--- config.mk ---
export PLATFORM = sky130hd
export DESIGN_NAME = dmem_store_buffer
export DESIGN_NICKNAME = d
export VERILOG_FILES = /design/src/rtl/dmem_pkg.sv /design/src/rtl/sb_fwd_match.sv /design/src/rtl/dmem_store_buffer.sv
export SDC_FILE = /design/constraint.sdc
export NUM_CORES = 1
export LEC_CHECK = 0
export CAP_MARGIN = 0
export CORE_MARGIN = 2
export CORE_UTILIZATION = 50
export CTS_CLUSTER_SIZE = 24
export DETAILED_ROUTE_END_ITERATION = 12
export GPL_TIMING_DRIVEN = 0
export PLACE_DENSITY = 0.78
export SLEW_MARGIN = 40
export SYNTH_ARGS = -nofsm -noshare
export SYNTH_HDL_FRONTEND = slang
export SYNTH_SLANG_ARGS = --single-unit
--- constraint.sdc ---
create_clock -name clk -period 4.8 [get_ports clk]
set_clock_uncertainty 0.15 [all_clocks]
set_input_delay 0.96 -clock clk [delete_from_list [all_inputs] [get_ports clk]]
set_output_delay 0.96 -clock clk [all_outputs]
set_load 0.02 [all_outputs]
--- src/rtl/dmem_pkg.sv ---
// Shared definitions for the MEM-stage store buffer: default geometry and
// the buffered-store entry layout.
package dmem_pkg;

   localparam int SB_ADDR_W = 9;
   localparam int SB_DATA_W = 32;
   localparam int SB_DEPTH  = 4;
   localparam int SB_PTR_W  = $clog2(SB_DEPTH);
   localparam int SB_CNT_W  = SB_PTR_W + 1;

   typedef struct packed {
      logic                 valid;
      logic [SB_ADDR_W-1:0] addr;
      logic [SB_DATA_W-1:0] data;
   } sb_entry_t;

endpackage

--- src/rtl/sb_fwd_match.sv ---
// Youngest-match finder: scans buffered stores from oldest to youngest so the
// last hit seen is the youngest store to ld_addr.
module sb_fwd_match
   import dmem_pkg::*;
#(
   parameter int DEPTH = SB_DEPTH,
   parameter int PTR_W = $clog2(DEPTH),
   parameter int CNT_W = PTR_W + 1
) (
   input  sb_entry_t              entries [DEPTH],
   input  logic [PTR_W-1:0]       head,
   input  logic [CNT_W-1:0]       count,
   input  logic [SB_ADDR_W-1:0]   ld_addr,
   output logic                   hit,
   output logic [SB_DATA_W-1:0]   data
);

   logic [DEPTH-1:0] match;
   logic [PTR_W-1:0] idx [DEPTH];

   // Slot gi holds the store of age gi (0 = oldest); pointer wrap is free
   // because DEPTH is a power of two.
   for (genvar gi = 0; gi < DEPTH; gi++) begin : g_age
      assign idx[gi]   = head + PTR_W'(gi);
      assign match[gi] = (CNT_W'(gi) < count) && entries[idx[gi]].valid
                         && (entries[idx[gi]].addr == ld_addr);
   end

   always_comb begin
      hit  = 1'b0;
      data = '0;
      for (int i = 0; i < DEPTH; i++) begin
         if (match[i]) begin
            hit  = 1'b1;
            data = entries[idx[i]].data;
         end
      end
   end

endmodule

--- src/rtl/dmem_store_buffer.sv ---
// In-order store buffer in front of the data cache: queues stores, drains one
// per granted cycle into the cache write port, forwards buffered data to loads.
module dmem_store_buffer
   import dmem_pkg::*;
#(
   parameter int ADDR_W = SB_ADDR_W,
   parameter int DATA_W = SB_DATA_W,
   parameter int DEPTH  = SB_DEPTH
) (
   input  logic                       clk,
   input  logic                       reset,
   input  logic                       st_valid,
   input  logic [ADDR_W-1:0]          st_addr,
   input  logic [DATA_W-1:0]          st_data,
   output logic                       st_ready,
   input  logic [ADDR_W-1:0]          ld_addr,
   output logic [DATA_W-1:0]          ld_data,
   output logic [ADDR_W-1:0]          dc_raddr,
   input  logic [DATA_W-1:0]          dc_rdata,
   output logic [ADDR_W-1:0]          dc_waddr,
   output logic [DATA_W-1:0]          dc_wdata,
   output logic                       dc_we,
   input  logic                       wr_grant,
   output logic                       empty,
   output logic [$clog2(DEPTH):0]     count
);

   localparam int PTR_W = $clog2(DEPTH);
   localparam int CNT_W = PTR_W + 1;

   sb_entry_t          entries_reg [DEPTH];
   logic [PTR_W-1:0]   head_reg, head_next;
   logic [PTR_W-1:0]   tail_reg, tail_next;
   logic [CNT_W-1:0]   count_reg, count_next;
   logic               push, pop;
   logic               fwd_hit;
   logic [DATA_W-1:0]  fwd_data;
   sb_entry_t          wr_entry;

   // A full buffer rejects stores even when the head drains this cycle.
   assign st_ready = (count_reg != CNT_W'(DEPTH)) && !reset;
   assign dc_we    = (count_reg != '0) && wr_grant && !reset;
   assign push     = st_valid && st_ready;
   assign pop      = dc_we;

   assign wr_entry = '{valid: 1'b1, addr: st_addr, data: st_data};

   always_comb begin
      head_next  = head_reg;
      tail_next  = tail_reg;
      count_next = count_reg;
      if (push) tail_next = tail_reg + 1'b1;
      if (pop)  head_next = head_reg + 1'b1;
      case ({push, pop})
         2'b10:   count_next = count_reg + 1'b1;
         2'b01:   count_next = count_reg - 1'b1;
         default: count_next = count_reg;
      endcase
   end

   always_ff @(posedge clk) begin
      if (reset) begin
         head_reg  <= '0;
         tail_reg  <= '0;
         count_reg <= '0;
      end else begin
         head_reg  <= head_next;
         tail_reg  <= tail_next;
         count_reg <= count_next;
      end
   end

   // Push and pop never target the same slot: that needs count 0 or DEPTH.
   always_ff @(posedge clk) begin
      for (int i = 0; i < DEPTH; i++) begin
         if (reset)
            entries_reg[i].valid <= 1'b0;
         else if (push && (tail_reg == PTR_W'(i)))
            entries_reg[i] <= wr_entry;
         else if (pop && (head_reg == PTR_W'(i)))
            entries_reg[i].valid <= 1'b0;
      end
   end

   sb_fwd_match #(
      .DEPTH (DEPTH),
      .PTR_W (PTR_W),
      .CNT_W (CNT_W)
   ) u_fwd (
      .entries (entries_reg),
      .head    (head_reg),
      .count   (count_reg),
      .ld_addr (ld_addr),
      .hit     (fwd_hit),
      .data    (fwd_data)
   );

   assign dc_raddr = ld_addr;
   assign ld_data  = fwd_hit ? fwd_data : dc_rdata;
   assign dc_waddr = entries_reg[head_reg].addr;
   assign dc_wdata = entries_reg[head_reg].data;
   assign empty    = (count_reg == '0);
   assign count    = count_reg;

endmodule

==> results of run 1 <==
repair_timing:
action | in CTS | in global routing
pin swaps | 15 | 12
buffers inserted | 24 | 21
endpoints found under the setup margin | 32 | 32
cloned | 1 | 1
resized for setup | 254 | 54
metrics by stage:
step                cells  hold slack, ns  total power, uW  instance area (um2)
CTS                  1579           0.406             4970                15100
finish               1594           0.415             5120                15400
detailed placement   1522           0.385             3400                13900
global route         1594           0.444             5260                15400
global placement     1518           0.386             3370                13800
floorplan            1067           0.327             2820                11800
routing by layer:
layer | up-vias | GRT usage [%] | part of all wire, %
met5 | - | 0 | 0
met4 | 0 | 14.4 | 5.0
met3 | 185 | 6.44 | 12
met2 | 887 | 51.6 | 46
met1 | 5080 | 42.6 | 37
li1 | 4535 | - | -
worst register-to-register path, stage by stage, from the launching register on:
cell      delay (ns)
dfxtp_4         0.38
buf_12          0.11
buf_12          0.09
buf_12          0.12
inv_8           0.04
ha_4            0.34
buf_12          0.14
buf_12          0.12
buf_4           0.14
clkbuf_1        0.42
clkbuf_1        0.48
buf_1           0.57
mux2i_1         0.19
nor2_1          0.11
final cells by class:
class | instances | area share [%]
clock buffers | 18 | 2.79
well taps | 285 | 2.31
plain buffers | 107 | 4.43
inverters | 17 | 0.609
flip-flops and latches | 175 | 33.4
repair buffers | 214 | 13.9
multi-input cells | 764 | 41.3
clock inverters | 14 | 1.25
logic make-up (layout without fill, tap and decap cells):
logic type,after synthesis,in the layout
compound gates,226,226
mux,177,177
xor+xnor,49,49
simple gates,299,299
fa+ha+maj,13,13
buf+inv,128,370
flops,175,175
worst paths after layout:
kind | from | endpoint | slack [ns] | cells past startpoint
setup / recovery | head_reg[0] | ld_data[26] | -0.48 | 16
setup reg to reg | head_reg[0] | head_reg[1] | 1.34 | 13
hold reg to reg | entries_reg[167] | entries_reg[167] | 0.42 | 2
hold / removal | entries_reg[167] | entries_reg[167] | 0.42 | 2
Yosys cell counts, drive strengths merged:
cell type	count
nor4	2
nand4	2
mux2	66
and3	2
a31oi	32
or4	2
a221o	1
inv	17
o32ai	1
o21ai	7
dfxtp	11
ha	13
a221oi	2
o211ai	33
o211a	1
nand2	40
a21o	2
clkbuf	61
nand2b	1
a32oi	3
or3	2
o311ai	32
mux2i	88
o2111ai	32
and2	35
buf	50
o31ai	1
o2111a	1
nor2b	2
a41o	1
nor4b	32
o311a	1
nor2	138
edfxtp	164
xnor2	34
nor3	39
nand3	2
a21oi	72
mux4	23
xor2	15
a211oi	2
o221ai	2
where the power goes:
group,internal [uW],total [uW],switching [uW]
Combinational,809,1850,1040
Clock,843,1520,672
Sequential,1720,1750,33.9
Total,3370,5120,1740
==> flow_summary.toml, run 1 <==
[route]
drc = 0
via_count = 10700
final_antenna_net_count = 0
routed_wl_um = 40400
first_pass_iters = 6
via_per_inst = 6.70
wire_per_inst_um = 25.4
drt_iter0_drc = 1566

[cells_and_area]
final_common_cell = "edfxtp_1"
multi_input_area_um2 = 6360
filler_cell_count = 1628
nets = 1395
drive_above_1_share_pct = 25.4
final_cell_mix = "edfxtp_1 (164), nor2_1 (134), clkdlybuf4s50_1 (134)"
largest_reg_flops = 168
diodes = 0
ff_latch_area_um2 = 5150
finish.utilization_pct = 67.9
syn2layout_area_growth_pct = 33.1

[power_and_ir_drop]
peakVddDrop_mv = 0.222
p_leak_uw = 0.00503
power_density_nw_per_um2 = 332

[global_routing]
grt_pass1_vias = 10400
grt_max_degree = 30
grtUsageTotal_pct = 32.2
gr-total-overflow = 0
antenna_found_initial = 0
grt_pass1_wl_um = 59600

[synthesis]
syn-cell-area_um2 = 11600
avgSynthCellArea_um2 = 10.8
synthDistinctLibCells = 52
synth_seq_cells = 175
synthMuxAreaShare_pct = 18.5
synth_compound_area_share_pct = 13.7
synth_largest_area_cell = "edfxtp_1"
synth-simple-area-share_pct = 12.8
synth-warning-count = 0
yosys.area_share.adder_pct = 1.41
synth.yosys.seq_area_share_pct = 44.4
synth_area_leaders = "edfxtp_1 (43%), mux2i_1 (7.6%), mux2_2 (6.4%)"
synth_nets = 1166
netlist_instances = 1067
synth_top_family_by_area = "multiplexers"
yosysTopAreaCellShare_pct = 42.5
synth_xor_area_share_pct = 3.71

[setup_path]
crit_type = "reg2out"
cpPeakStageDelay_ns = 0.50
crit_buf_inv = 9
worst_ep_arrival_time_ns = 4.17
worst-path-max-fanout = 10
crit_slowest_cell = "or4_4"
end_kind = "primary output"
start_kind = "register"
cp.required_ns = 3.69
worstPathCellList = "buf_12 > buf_12 > buf_12 > inv_8 > ha_4 > buf_12 > buf_12 > mux4_2 > xnor2_2 > nand4_1 > buf_4 > or4_4 > buf_2 > o311ai_1 > a31oi_2 > buf_4"
crit_family = "buffers and inverters"
cp_common_cell = "buf_12"

[cts]
clk_pin_slew_ns = 0.07
htreeDepth = 4
root_buffer = "clkbuf_16"
clk_latency_ns = 0.44
tritoncts = "yes"
numClockSinks = 175
cts_hold_buf = 0
clock_path_buffers = 2
numCtsBuffers = 17

[sta]
relSlewSlack_pct = 49.0
setup_violations = 32
finalHoldViolCount = 0
finalSetupTns_ns = -14.26
drv_slew = 0
finalCriticalPeriod_ns = 5.28
worst_pin_slew_ns = 0.765
rsz0062_at_grt = "true"
fin_crit_sh_pct = 110
setup_slack_ns = -0.481
max_freq_mhz = 189

[run]
cap_violations = 0

[hold_path]
hold_class = "reg2reg"

[floorplan]
rows = 55
start_util_pct = 51.0
dieHeight_um = 156
die_w_um = 156
core_um2 = 22700
io_pins = 174
dieArea_um2 = 24400

[status]
failed_checks = "setup timing"
outcome = "finished with violations"

[placed_design]
hpwlAfterDp_um = 25700
dp_slack_ns = -1.71
gp_congestion = 0.928
numPortBuffers = 166
Power figures use the tool's default switching activity.
==> run 2, diff against run 1 <==
- CORE_ASPECT_RATIO: unset -> 0.6
- PLACE_DENSITY: 0.78 -> unset
- PLACE_DENSITY_LB_ADDON: unset -> 0.15
==> run 2 against run 1 <==
Effect of this change: the run still ends with setup timing left; sequential power about the same; worst hold slack got worse by 0.0040 ns; via count down 2.4%; register-to-register slack gained 0.04 ns; die area rose by 0.16%; cell count grew 1.4%; fmax rose by 0.36%; non-clock buffer count decreased by 7; critical endpoint is now ld_data[17]; highest routed layer unchanged.
==> flow_summary.toml, run 2 (synthesized netlist as in run 1, its figures left out) <==
[placed_design]
place_area_um2 = 13900
dp_cells = 1552
hpwlAfterDp_um = 27300
dp_slack_ns = -2.03
gp_congestion = 0.943
numPortBuffers = 166

[setup_path]
cp_common_cell = "buf_12"
worst-path-max-fanout = 10
start_kind = "register"
rr_endpoint = "head_reg[1]"
r2r_slack_ns = 1.38
crit_type = "reg2out"
worstPathCellList = "buf_12 > buf_12 > buf_12 > inv_8 > ha_4 > buf_12 > buf_6 > mux4_2 > xnor2_4 > o2111a_1 > o211a_4 > buf_4 > buf_8 > nor4b_1 > o311ai_1 > a31oi_2 > buf_4"
startpoint = "head_reg[0]"
ff2ff_path_depth = 13
end_kind = "primary output"
worst_ep_arrival_time_ns = 4.15
worstSetupEndpoint = "ld_data[17]"
crit_slowest_cell = "mux4_2"
worstReg2RegStart = "head_reg[0]"
cp.required_ns = 3.69
cpPeakStageDelay_ns = 0.55

[global_routing]
grt_pass1_wl_um = 59800
grtUsageTotal_pct = 33.0
gr-total-overflow = 0
antenna_found_initial = 0
grt_max_degree = 34
grt_pass1_vias = 9906

[sta]
setup_violations = 32
setup_slack_ns = -0.462
relSlewSlack_pct = 47.0
fin_crit_sh_pct = 110
whs_ns = 0.411
finalCriticalPeriod_ns = 5.26
rsz0062_at_grt = "true"
finalHoldViolCount = 0
drv_slew = 0
worst_pin_slew_ns = 0.795
max_freq_mhz = 190

[cells_and_area]
finish.utilization_pct = 68.2
drive_above_1_share_pct = 26.5
layout.cells.non_filler = 1617
final_area_um2 = 15600
filler_cell_count = 1708
syn2layout_area_growth_pct = 35.1
diodes = 0
final_common_cell = "edfxtp_1"
final_cell_mix = "edfxtp_1 (164), nor2_1 (134), clkdlybuf4s50_1 (134)"
largest_reg_flops = 168
nets = 1388

[status]
failed_checks = "setup timing"
outcome = "finished with violations"

[cts]
numCtsBuffers = 17
clock_path_buffers = 2
numClockSinks = 175
clk_latency_ns = 0.44
htreeDepth = 4
clk_pin_slew_ns = 0.07
root_buffer = "clkbuf_16"
tritoncts = "yes"
cts_hold_buf = 0

[power_and_ir_drop]
peakVddDrop_mv = 0.265
power_density_nw_per_um2 = 317
p_leak_uw = 0.00504

[run]
cap_violations = 0

[floorplan]
rows = 43
core_um2 = 22900
start_util_pct = 50.5
dieHeight_um = 122
die_w_um = 200
dieArea_um2 = 24400
io_pins = 174

[hold_path]
hold_start = "tail_reg[1]"
hold_class = "reg2reg"

[route]
routed_wl_um = 41200
drt_iter0_drc = 1480
drc = 0
final_antenna_net_count = 0
via_per_inst = 6.45
wire_per_inst_um = 25.5
via_count = 10400
first_pass_iters = 7
[run 2: layout make-up]
type | count | area [um2] | area share, %
clock buffers | 18 | 429 | 2.74
plain buffers | 107 | 718 | 4.59
clock inverters | 14 | 130 | 0.832
inverters | 17 | 93.8 | 0.600
well taps | 315 | 394 | 2.52
multi-input cells | 764 | 6610 | 42.3
repair buffers | 207 | 2110 | 13.5
flip-flops and latches | 175 | 5150 | 32.9
[run 2: layer usage]
metal | wire length, um | track usage (%)
met5 | 0 | 1.59
met4 | 940 | 9.26
met3 | 6180 | 9.26
met2 | 16700 | 45.4
met1 | 17300 | 50.1
[run 2: worst min-delay path by stage]
| stage | to | cells after the start |
|---|---|---|
| 5_1_grt | entries_reg[167] | 2 |
| 3_3_place_gp | tail_reg[1] | 2 |
| 4_1_cts | entries_reg[83] | 2 |
| 2_1_floorplan | entries_reg[125] | 2 |
| 6_report | tail_reg[1] | 2 |
| 3_5_place_dp | entries_reg[83] | 2 |
[run 2: through the flow]
step	power [uW]	TNS, ns
after global placement	3410	-60.49
after detailed placement	3430	-61.36
after global routing	5120	-14.87
after CTS	4860	-15.26
final	4950	-13.50
after floorplan	2820	0
[run 2: report_power, final]
| group | internal (uW) | total, uW | switching (uW) |
|---|---|---|---|
| Clock | 722 | 1350 | 632 |
| Combinational | 788 | 1850 | 1060 |
| Sequential | 1720 | 1750 | 34.2 |
| Total | 3230 | 4950 | 1720 |
[run 2: repair_timing]
item / CTS / global route
gates cloned: 1 / 2
endpoints found under the setup margin: 35 / 32
setup buffers: 26 / 8
pin swaps: 17 / 24
hold endpoints to repair: 0 / 0
gates resized for setup: 273 / 72
[run 2: critical path, delay by kind of cell, from the launching register on]
family,cells,cell delay (ns)
buffers and inverters,9,1.10
AOI/OAI and AO/OA,4,1.04
muxes,1,0.55
DFF,1,0.37
adders and majority gates,1,0.32
xor gates and xnor gates,1,0.24
and+or+nand+nor,1,0.07
